===== config.mk =====
export PLATFORM = sky130hd
export DESIGN_NAME = sys_array_ctrl
export DESIGN_NICKNAME = d
export VERILOG_FILES = /design/src/rtl/sys_array_ctrl.sv
export SDC_FILE = /design/constraint.sdc
export NUM_CORES = 1
export LEC_CHECK = 0
export ABC_CLOCK_PERIOD_IN_PS = 2800
export CAP_MARGIN = 20
export CORE_MARGIN = 10
export CORE_UTILIZATION = 43
export CTS_CLUSTER_DIAMETER = 80
export CTS_CLUSTER_SIZE = 20
export DETAILED_ROUTE_END_ITERATION = 8
export GPL_TIMING_DRIVEN = 1
export PLACE_DENSITY = 0.85
export SYNTH_ARGS = -nofsm -noshare
export SYNTH_HDL_FRONTEND = slang
export SYNTH_SLANG_ARGS = --single-unit

===== constraint.sdc =====
create_clock -name clk -period 2.8 [get_ports clk]
set_input_delay 0.56 -clock clk [delete_from_list [all_inputs] [get_ports clk]]
set_output_delay 0.56 -clock clk [all_outputs]
set_load 0.005 [all_outputs]

===== src/rtl/sys_array_ctrl.sv =====
// sys_array_ctrl: job sequencer for a weight-stationary systolic array.
// Latches the weight matrix, skews input vectors into the array and deskews per-row results.
module sys_array_ctrl #(
  parameter int DATA_WIDTH = 8,
  parameter int ARRAY_W_W  = 4,
  parameter int ARRAY_W_L  = 4,
  parameter int LAT_BASE   = 5,
  parameter int CNT_W      = 16
) (
  input  logic                                        clk,
  input  logic                                        reset_n,
  input  logic                                        start,
  input  logic [CNT_W-1:0]                            num_vec,
  input  logic [ARRAY_W_W*ARRAY_W_L*DATA_WIDTH-1:0]   weight_in,
  output logic                                        busy,
  output logic                                        done,
  input  logic                                        in_valid,
  input  logic [ARRAY_W_L*DATA_WIDTH-1:0]             in_data,
  output logic                                        in_ready,
  output logic                                        arr_weights_load,
  output logic [ARRAY_W_W*ARRAY_W_L*DATA_WIDTH-1:0]   arr_weight_data,
  output logic [ARRAY_W_L*DATA_WIDTH-1:0]             arr_input_data,
  input  logic [ARRAY_W_W*2*DATA_WIDTH-1:0]           arr_output_data,
  output logic                                        out_valid,
  output logic [ARRAY_W_W*2*DATA_WIDTH-1:0]           out_data
);

  localparam int OUT_W      = 2 * DATA_WIDTH;
  localparam int WMAT_W     = ARRAY_W_W * ARRAY_W_L * DATA_WIDTH;
  // A vector accepted at cycle c leaves the deskew network at c + PIPE_DEPTH.
  localparam int PIPE_DEPTH = LAT_BASE + ARRAY_W_W;
  localparam int DRAIN_W    = $clog2(PIPE_DEPTH + 1);

  localparam logic [1:0] ST_IDLE   = 2'd0;
  localparam logic [1:0] ST_LOAD_W = 2'd1;
  localparam logic [1:0] ST_STREAM = 2'd2;
  localparam logic [1:0] ST_DRAIN  = 2'd3;

  logic [1:0]                   state_q,  state_d;
  logic [WMAT_W-1:0]            weight_q, weight_d;
  logic [CNT_W-1:0]             remain_q, remain_d;
  logic [DRAIN_W-1:0]           drain_q,  drain_d;
  logic [PIPE_DEPTH-1:0]        tag_q;
  logic [ARRAY_W_W*OUT_W-1:0]   aligned;
  logic                         accept;

  assign accept           = (state_q == ST_STREAM) && in_valid;
  assign in_ready         = (state_q == ST_STREAM);
  assign arr_weights_load = (state_q == ST_LOAD_W);
  assign done             = (state_q == ST_DRAIN) && (drain_q == '0);
  assign busy             = (state_q != ST_IDLE) && !done;
  assign arr_weight_data  = weight_q;

  always_comb begin
    // NOTE: every signal gets a default before the case, so no path can infer a latch.
    state_d  = state_q;
    weight_d = weight_q;
    remain_d = remain_q;
    drain_d  = drain_q;
    case (state_q)
      ST_IDLE: begin
        if (start) begin
          weight_d = weight_in;
          remain_d = num_vec;
          state_d  = ST_LOAD_W;
        end
      end
      ST_LOAD_W: begin
        if (remain_q == '0) begin
          drain_d = '0;
          state_d = ST_DRAIN;
        end else begin
          state_d = ST_STREAM;
        end
      end
      ST_STREAM: begin
        if (accept) begin
          remain_d = remain_q - CNT_W'(1);
          if (remain_q == CNT_W'(1)) begin
            drain_d = DRAIN_W'(PIPE_DEPTH);
            state_d = ST_DRAIN;
          end
        end
      end
      ST_DRAIN: begin
        if (drain_q == '0) begin
          state_d = ST_IDLE;
        end else begin
          drain_d = drain_q - DRAIN_W'(1);
        end
      end
      default: state_d = ST_IDLE;
    endcase
  end

  always_ff @(posedge clk or negedge reset_n) begin
    if (!reset_n) begin
      state_q  <= ST_IDLE;
      weight_q <= '0;
      remain_q <= '0;
      drain_q  <= '0;
      tag_q    <= '0;
    end else begin
      // NOTE: non-blocking updates so every register samples pre-edge values.
      state_q  <= state_d;
      weight_q <= weight_d;
      remain_q <= remain_d;
      drain_q  <= drain_d;
      tag_q    <= {tag_q[PIPE_DEPTH-2:0], accept};
    end
  end

  assign out_valid = tag_q[PIPE_DEPTH-1];

  // Column j is delayed j+1 cycles; bubbles and idle cycles inject zeros.
  for (genvar j = 0; j < ARRAY_W_L; j++) begin : g_skew
    logic [DATA_WIDTH-1:0] chain_q [j+1];

    always_ff @(posedge clk or negedge reset_n) begin
      if (!reset_n) begin
        // NOTE: this storage is reset on purpose so an aborted job leaves nothing in flight.
        for (int k = 0; k <= j; k++) chain_q[k] <= '0;
      end else begin
        chain_q[0] <= accept ? in_data[j*DATA_WIDTH +: DATA_WIDTH] : '0;
        for (int k = 1; k <= j; k++) chain_q[k] <= chain_q[k-1];
      end
    end

    assign arr_input_data[j*DATA_WIDTH +: DATA_WIDTH] = chain_q[j];
  end

  // Row i arrives i cycles after row 0, so it waits W_W-1-i cycles to line up with the last row.
  for (genvar i = 0; i < ARRAY_W_W; i++) begin : g_deskew
    localparam int DEPTH = ARRAY_W_W - 1 - i;

    if (DEPTH == 0) begin : g_pass
      assign aligned[i*OUT_W +: OUT_W] = arr_output_data[i*OUT_W +: OUT_W];
    end else begin : g_dly
      logic [OUT_W-1:0] dly_q [DEPTH];

      always_ff @(posedge clk or negedge reset_n) begin
        if (!reset_n) begin
          for (int k = 0; k < DEPTH; k++) dly_q[k] <= '0;
        end else begin
          dly_q[0] <= arr_output_data[i*OUT_W +: OUT_W];
          for (int k = 1; k < DEPTH; k++) dly_q[k] <= dly_q[k-1];
        end
      end

      assign aligned[i*OUT_W +: OUT_W] = dly_q[DEPTH-1];
    end
  end

  // Gating keeps out_data at zero whenever no result is being presented.
  assign out_data = out_valid ? aligned : '0;

endmodule


* Word-level counts from Yosys, hierarchy flattened *
Index checks and enable logic that the tools add are counted.

operators by class
  $add $sub $neg = 2
  equal/unequal tests = 10
  multiplexer cells = 19
  reduce and logical (&&, ||, !) cells = 14

operators with widths
  operator                                            number
  two-way mux 64 bit                                  1
  two-way mux 16 bit                                  2
  two-way mux 8 bit                                   4
  one-hot mux 16 bit (2 select lines)                 1
  == test 16 x 1 -> 1 bit, second input constant      1
  zero test 16 bit                                    1
  two-way mux 4 bit                                   4
  subtractor 16 x 1 -> 16 bit, second input constant  1
  one-hot mux 4 bit (3 select lines)                  1
  two-way mux 2 bit                                   4
  != test 2 x 1 -> 1 bit, second input constant       4
  one-hot mux 2 bit (4 select lines)                  1
  AND reduction 5 bit                                 1
  == test 2 bit, second input constant                2
  zero test 4 bit                                     1
  != test 2 bit, second input constant                2
  AND reduction 4 bit                                 1
  nonzero test 2 bit                                  2
  subtractor 4 x 1 -> 4 bit, second input constant    1
  logical AND 1 bit                                   3
  AND reduction 3 bit                                 1
  nonzero test 3 bit                                  1
  == test 2 x 1 -> 1 bit, second input constant       1
  zero test 2 bit                                     1
  other kinds (3)                                     3

storage, ports and cells
  register bits = 335
  input bits = 244
  logic and storage cells = 66

* Longest topological paths before layout *
Gate-level depths: netlist of run 1.

  word-level depth = 4
  mapped depth = 10

* Least setup slack after synthesis of run 1 *
No wires, ideal clock.

  path kind = reg2reg
  start point = reg state_q[0]
  end point = reg remain_q[5]
  arrival time = 1.946 ns
  data required time = 2.664 ns
  path slack = 0.718 ns
  cell stages (with the launch flop) = 11
  path buffers = 3
  period minus slack after synthesis = 2.082 ns
  cells stage by stage = dfrtp_1 -> inv_1 -> ha_1 -> buf_2 -> nor2b_1 -> nor3_1 -> buf_2 -> buf_2 -> nand3_1 -> o21ai_0 -> a21oi_1

between the ends
  word-level cells in the longest chain between the ends = 4
  elaborated cells on any way between the ends = 8
  classes of those cells = 3 x eq/ne; 1 x mux; 4 x reduce/logical

ends and longest elaborated chain
  what                                     line  source
  start, declared                          39    logic [1:0] state_q, state_d;
  start signal, assigned                   105   state_q <= state_d;
  == test 2 bit *                          n/a
  net in_ready                             19    output logic in_ready,
  logical AND 1 bit                        47    assign accept = (state_q == ST_STREAM) && in_valid;
  != test 2 x 1 -> 1 bit (no source line)  n/a
  AND reduction 3 bit (no source line)     n/a
  end signal, assigned                     107   remain_q <= remain_d;
  end, declared                            41    logic [CNT_W-1:0] remain_q, remain_d;

Mark *: on every way through the listed nets, which the timed path passes. The rest lies on a longest branch.
A chain may end at the register's enable or synchronous reset.

* Worst setup path in the final report of run 1 *
  start point = reg state_q[1]
  end point = out done

between the ends
  word-level cells in the longest chain between the ends = 2

ends and longest elaborated chain
  what               line  source
  == test 2 bit      50    assign done = (state_q == ST_DRAIN) && (drain_q == '0);
  logical AND 1 bit  50
  end, declared      16    output logic done,

No other way between the ends.

==> metrics, run 1 <==
status finished, final reports clean; Layout Nets around 1500; Placeable Area 26900 µm²; Num CTS Buffers 20; sequential-to-total area share from yosys stat between 70% and 80%; GR Overflow Total 0; final setup margin around 0.13 ns; Combinational Power Share 38.3%; total negative slack 0 ns; Max FO, Critical Path 8; CP peak stage delay ~0.5 ns; Post-Place Worst Slack 0.506 ns; largest net degree at the start of global routing 72; Worst IR Drop VDD 0.878 mV; final clock period utilization by the worst path a little over nine tenths; post_cts resized 1; Root Buffer clkbuf_16; CTS H-tree depth 1; I/O pin count roughly 470; Max Cap Viol 0; first-pass GRT wire length roughly 52 mm; Seq cells post-synth 335; Layout Cell Area excl Fill 17400 µm²; Area after DPL 16800 µm²; critical path cell sequence ha_4, nor4bb_2, buf_4, clkdlybuf4s50_1; Critical Path RT approximately 2.2 ns; top post-synthesis cells by area dfrtp_1 72%, mux2_2 12%, and2_1 3.5%, and3_1 1.9%, buf_4 1.5%; die outline height between 150 and 200 µm; number of global-route vias before repair roughly 8300; CTS tree built; total track usage about a fifth; r2r endpoint remain_q[13]; Power, Total 15.9 mW; Hold WC Path Type in2async; arrival time at the worst endpoint approximately 2.1 ns; Worst setup SP type flip-flop; final-report hold violation count 0; clock power share roughly 18%; Mapped Cells 760; layout cells sized above 1 16.2%; Rel. slew slack roughly 60%; leakage between 7 and 8 nW; # setup viols final 0; Distinct cells, synth 40; Layout fillers between 1500 and 2000; FF-to-FF path depth 6; endpoint class of the critical path output port; Post-CTS Setup Inserts 0; Max Fclk around 370 MHz; Int Power between 10 and 15 mW; CTS hold repair buffers 0; CTS sink count 335; Rows 60; Final Wtd Congestion just under 0.9; Port Buffers around 470; Slowest cell on crit path clkdlybuf4s50_1; Detailed Route Iter0 Violations between 400 and 500; antenna viol nets, final 0; wire per inst ~23 µm; Net Sw Power approximately 4.6 mW; syn avg cell area about 15 µm²; initial antenna violation count 5; Die W roughly 180 µm; Clock Tree Buf Depth 3; drt total wl 35.5 mm; Initial Utilization between 40% and 50%; Detailed Routing Iterations Pass 1 6; Worst R2R Start state_q[0]; Top FF cell, synth dfrtp_1; Synth area leader dfrtp_1; yosys warns 0; PwrDens 915 nW/µm²; DRC viols 0; clk_lat worst skew 0.51 ns; Tmin final about 2.7 ns; DR vias/cell between 4 and 5; Net Sw Frac slightly below 30%; hpwl dp 27.9 mm; clock-pin slew of the registers on the worst-case setup and hold paths about 0.080 ns; synthesized area ~12000 µm²; Clock Skew around 0.0096 ns; synthesis-to-layout area growth 48.6%; full die area around 34000 µm²; Post-synth ARST share 100%; worst-margin pin slew between 0.5 and 0.6 ns; syn_nets 1013; Seq pwr share a little over two fifths; EDFF count, synth 0; RSZ-0062 raised after global routing no; Yosys top cell area share between 70% and 80%; crit path kind reg2out; fin. max-slew vios 0; Vias approximately 7600; r2r setup slk roughly 0.54 ns
Yosys cell counts, types with 3 or more instances:
master    number
nor2_1        12
or4_4          3
nand3_1        5
nor4_1         4
buf_1          3
nand2b_1       3
dfrtp_1      335
buf_2          4
nor3_1         5
and3_1        36
ha_1           9
a21oi_1       12
nand2_1       10
mux2i_1        5
o21ai_0       15
clkbuf_1      29
o21ai_1        5
buf_4         24
and2_1        65
o22ai_1        9
inv_1          8
or2_2          3
mux2_2       128
nor2b_1        4
o221a_2        5
sequential cells by signal (all words and copies together) (netlist names):
signal,cells
g_skew.chain_q,56
arr_weight_data,128
tag_q,9
drain_q,4
g_deskew.g_dly.dly_q,64
aligned,32
state_q,2
remain_q,16
arr_input_data,24
worst max-delay path by stage:
| stage | cells past startpoint | slack, ns | end | start |
|---|---|---|---|---|
| floorplan | 10 | 0.72 | remain_q[5] | state_q[0] |
| global placement | 3 | 0.47 | out_data[63] | arr_output_data[63] |
| detailed placement | 3 | 0.51 | out_data[63] | arr_output_data[63] |
| CTS | 3 | 0.03 | out_data[53] | tag_q[8] |
| global route | 6 | 0.0009 | busy | drain_q[0] |
| finish | 4 | 0.13 | done | state_q[1] |
worst max-delay path, delay by kind of cell (launching register included):
kind	cells	cell delay, ns
buffers and inverters	2	0.67
adders and majority gates	1	0.20
and+or+nand+nor	1	0.28
DFF	1	0.45
metrics by stage:
| stage | cells | utilization, % | hold WS (ns) |
|---|---|---|---|
| floorplan | 760 | - | 0.264 |
| global placement | 1532 | 62.5 | 0.332 |
| detailed placement | 1532 | 62.5 | 0.335 |
| CTS | 1554 | 64.5 | 0.0330 |
| global route | 1558 | 64.6 | 0.0457 |
| finish | 1561 | 64.6 | 0.0250 |
layout by cell type (no fill, tap or decap), drive strengths merged, types with 6 or more instances in the layout:
cell type        n
and3            37
mux2           128
nor2            12
a21oi           12
clkbuf          21
nor4             6
diode            7
nand2           10
clkdlybuf4s50  471
o22ai            9
buf             20
o21ai           20
inv              8
and2            65
dfrtp          335
ha               9
cell type report:
type                            count  area, µm²  area share (%)
Antenna cell                        7       17.5           0.101
Clock buffer                       21        526            3.03
Clock inverter                      1       7.51          0.0432
Inverter                            8       30.0           0.173
Multi-Input combinational cell    357       2990            17.2
Sequential cell                   335       8380            48.3
Tap cell                          341        427            2.46
Timing Repair Buffer              491       4980            28.7
metal layers:
layer | share of wire (%) | routed length [µm] | GRT usage [%] | vias to the layer above
li1 | - | - | - | 3449
met1 | 35 | 12600 | 21.9 | 3803
met2 | 53 | 18800 | 36.1 | 289
met3 | 9.5 | 3370 | 7.19 | 42
met4 | 2.1 | 748 | 5.33 | 2
met5 | 0.037 | 13 | 0 | -
logic make-up after synthesis:
| family | Yosys count | synth area share [%] |
|---|---|---|
| buffers and inverters | 68 | 3.00 |
| muxes | 133 | 12.8 |
| and+or+nand+nor | 163 | 8.58 |
| AOI/OAI and AO/OA | 52 | 2.97 |
| DFF | 335 | 71.7 |
| adders and majority gates | 9 | 0.964 |
power by group through the flow:
stage	Clock (mW)	Combinational [mW]	Sequential [mW]
finish	2.84	6.07	6.96
global route	3.14	6.51	7.14
CTS	2.93	6.16	6.95
detailed placement	0	6.13	7.03
global placement	0	5.98	6.92
floorplan	0	2.44	6.98
Power figures use the tool's default switching activity.
==> inputs of run 2 (changes only) <==
CTS_BUF_LIST = sky130_fd_sc_hd__clkbuf_16   (was unset)
==> results of run 2 <==
No change in the layout: final DEF, timing and power equal those of run 1.
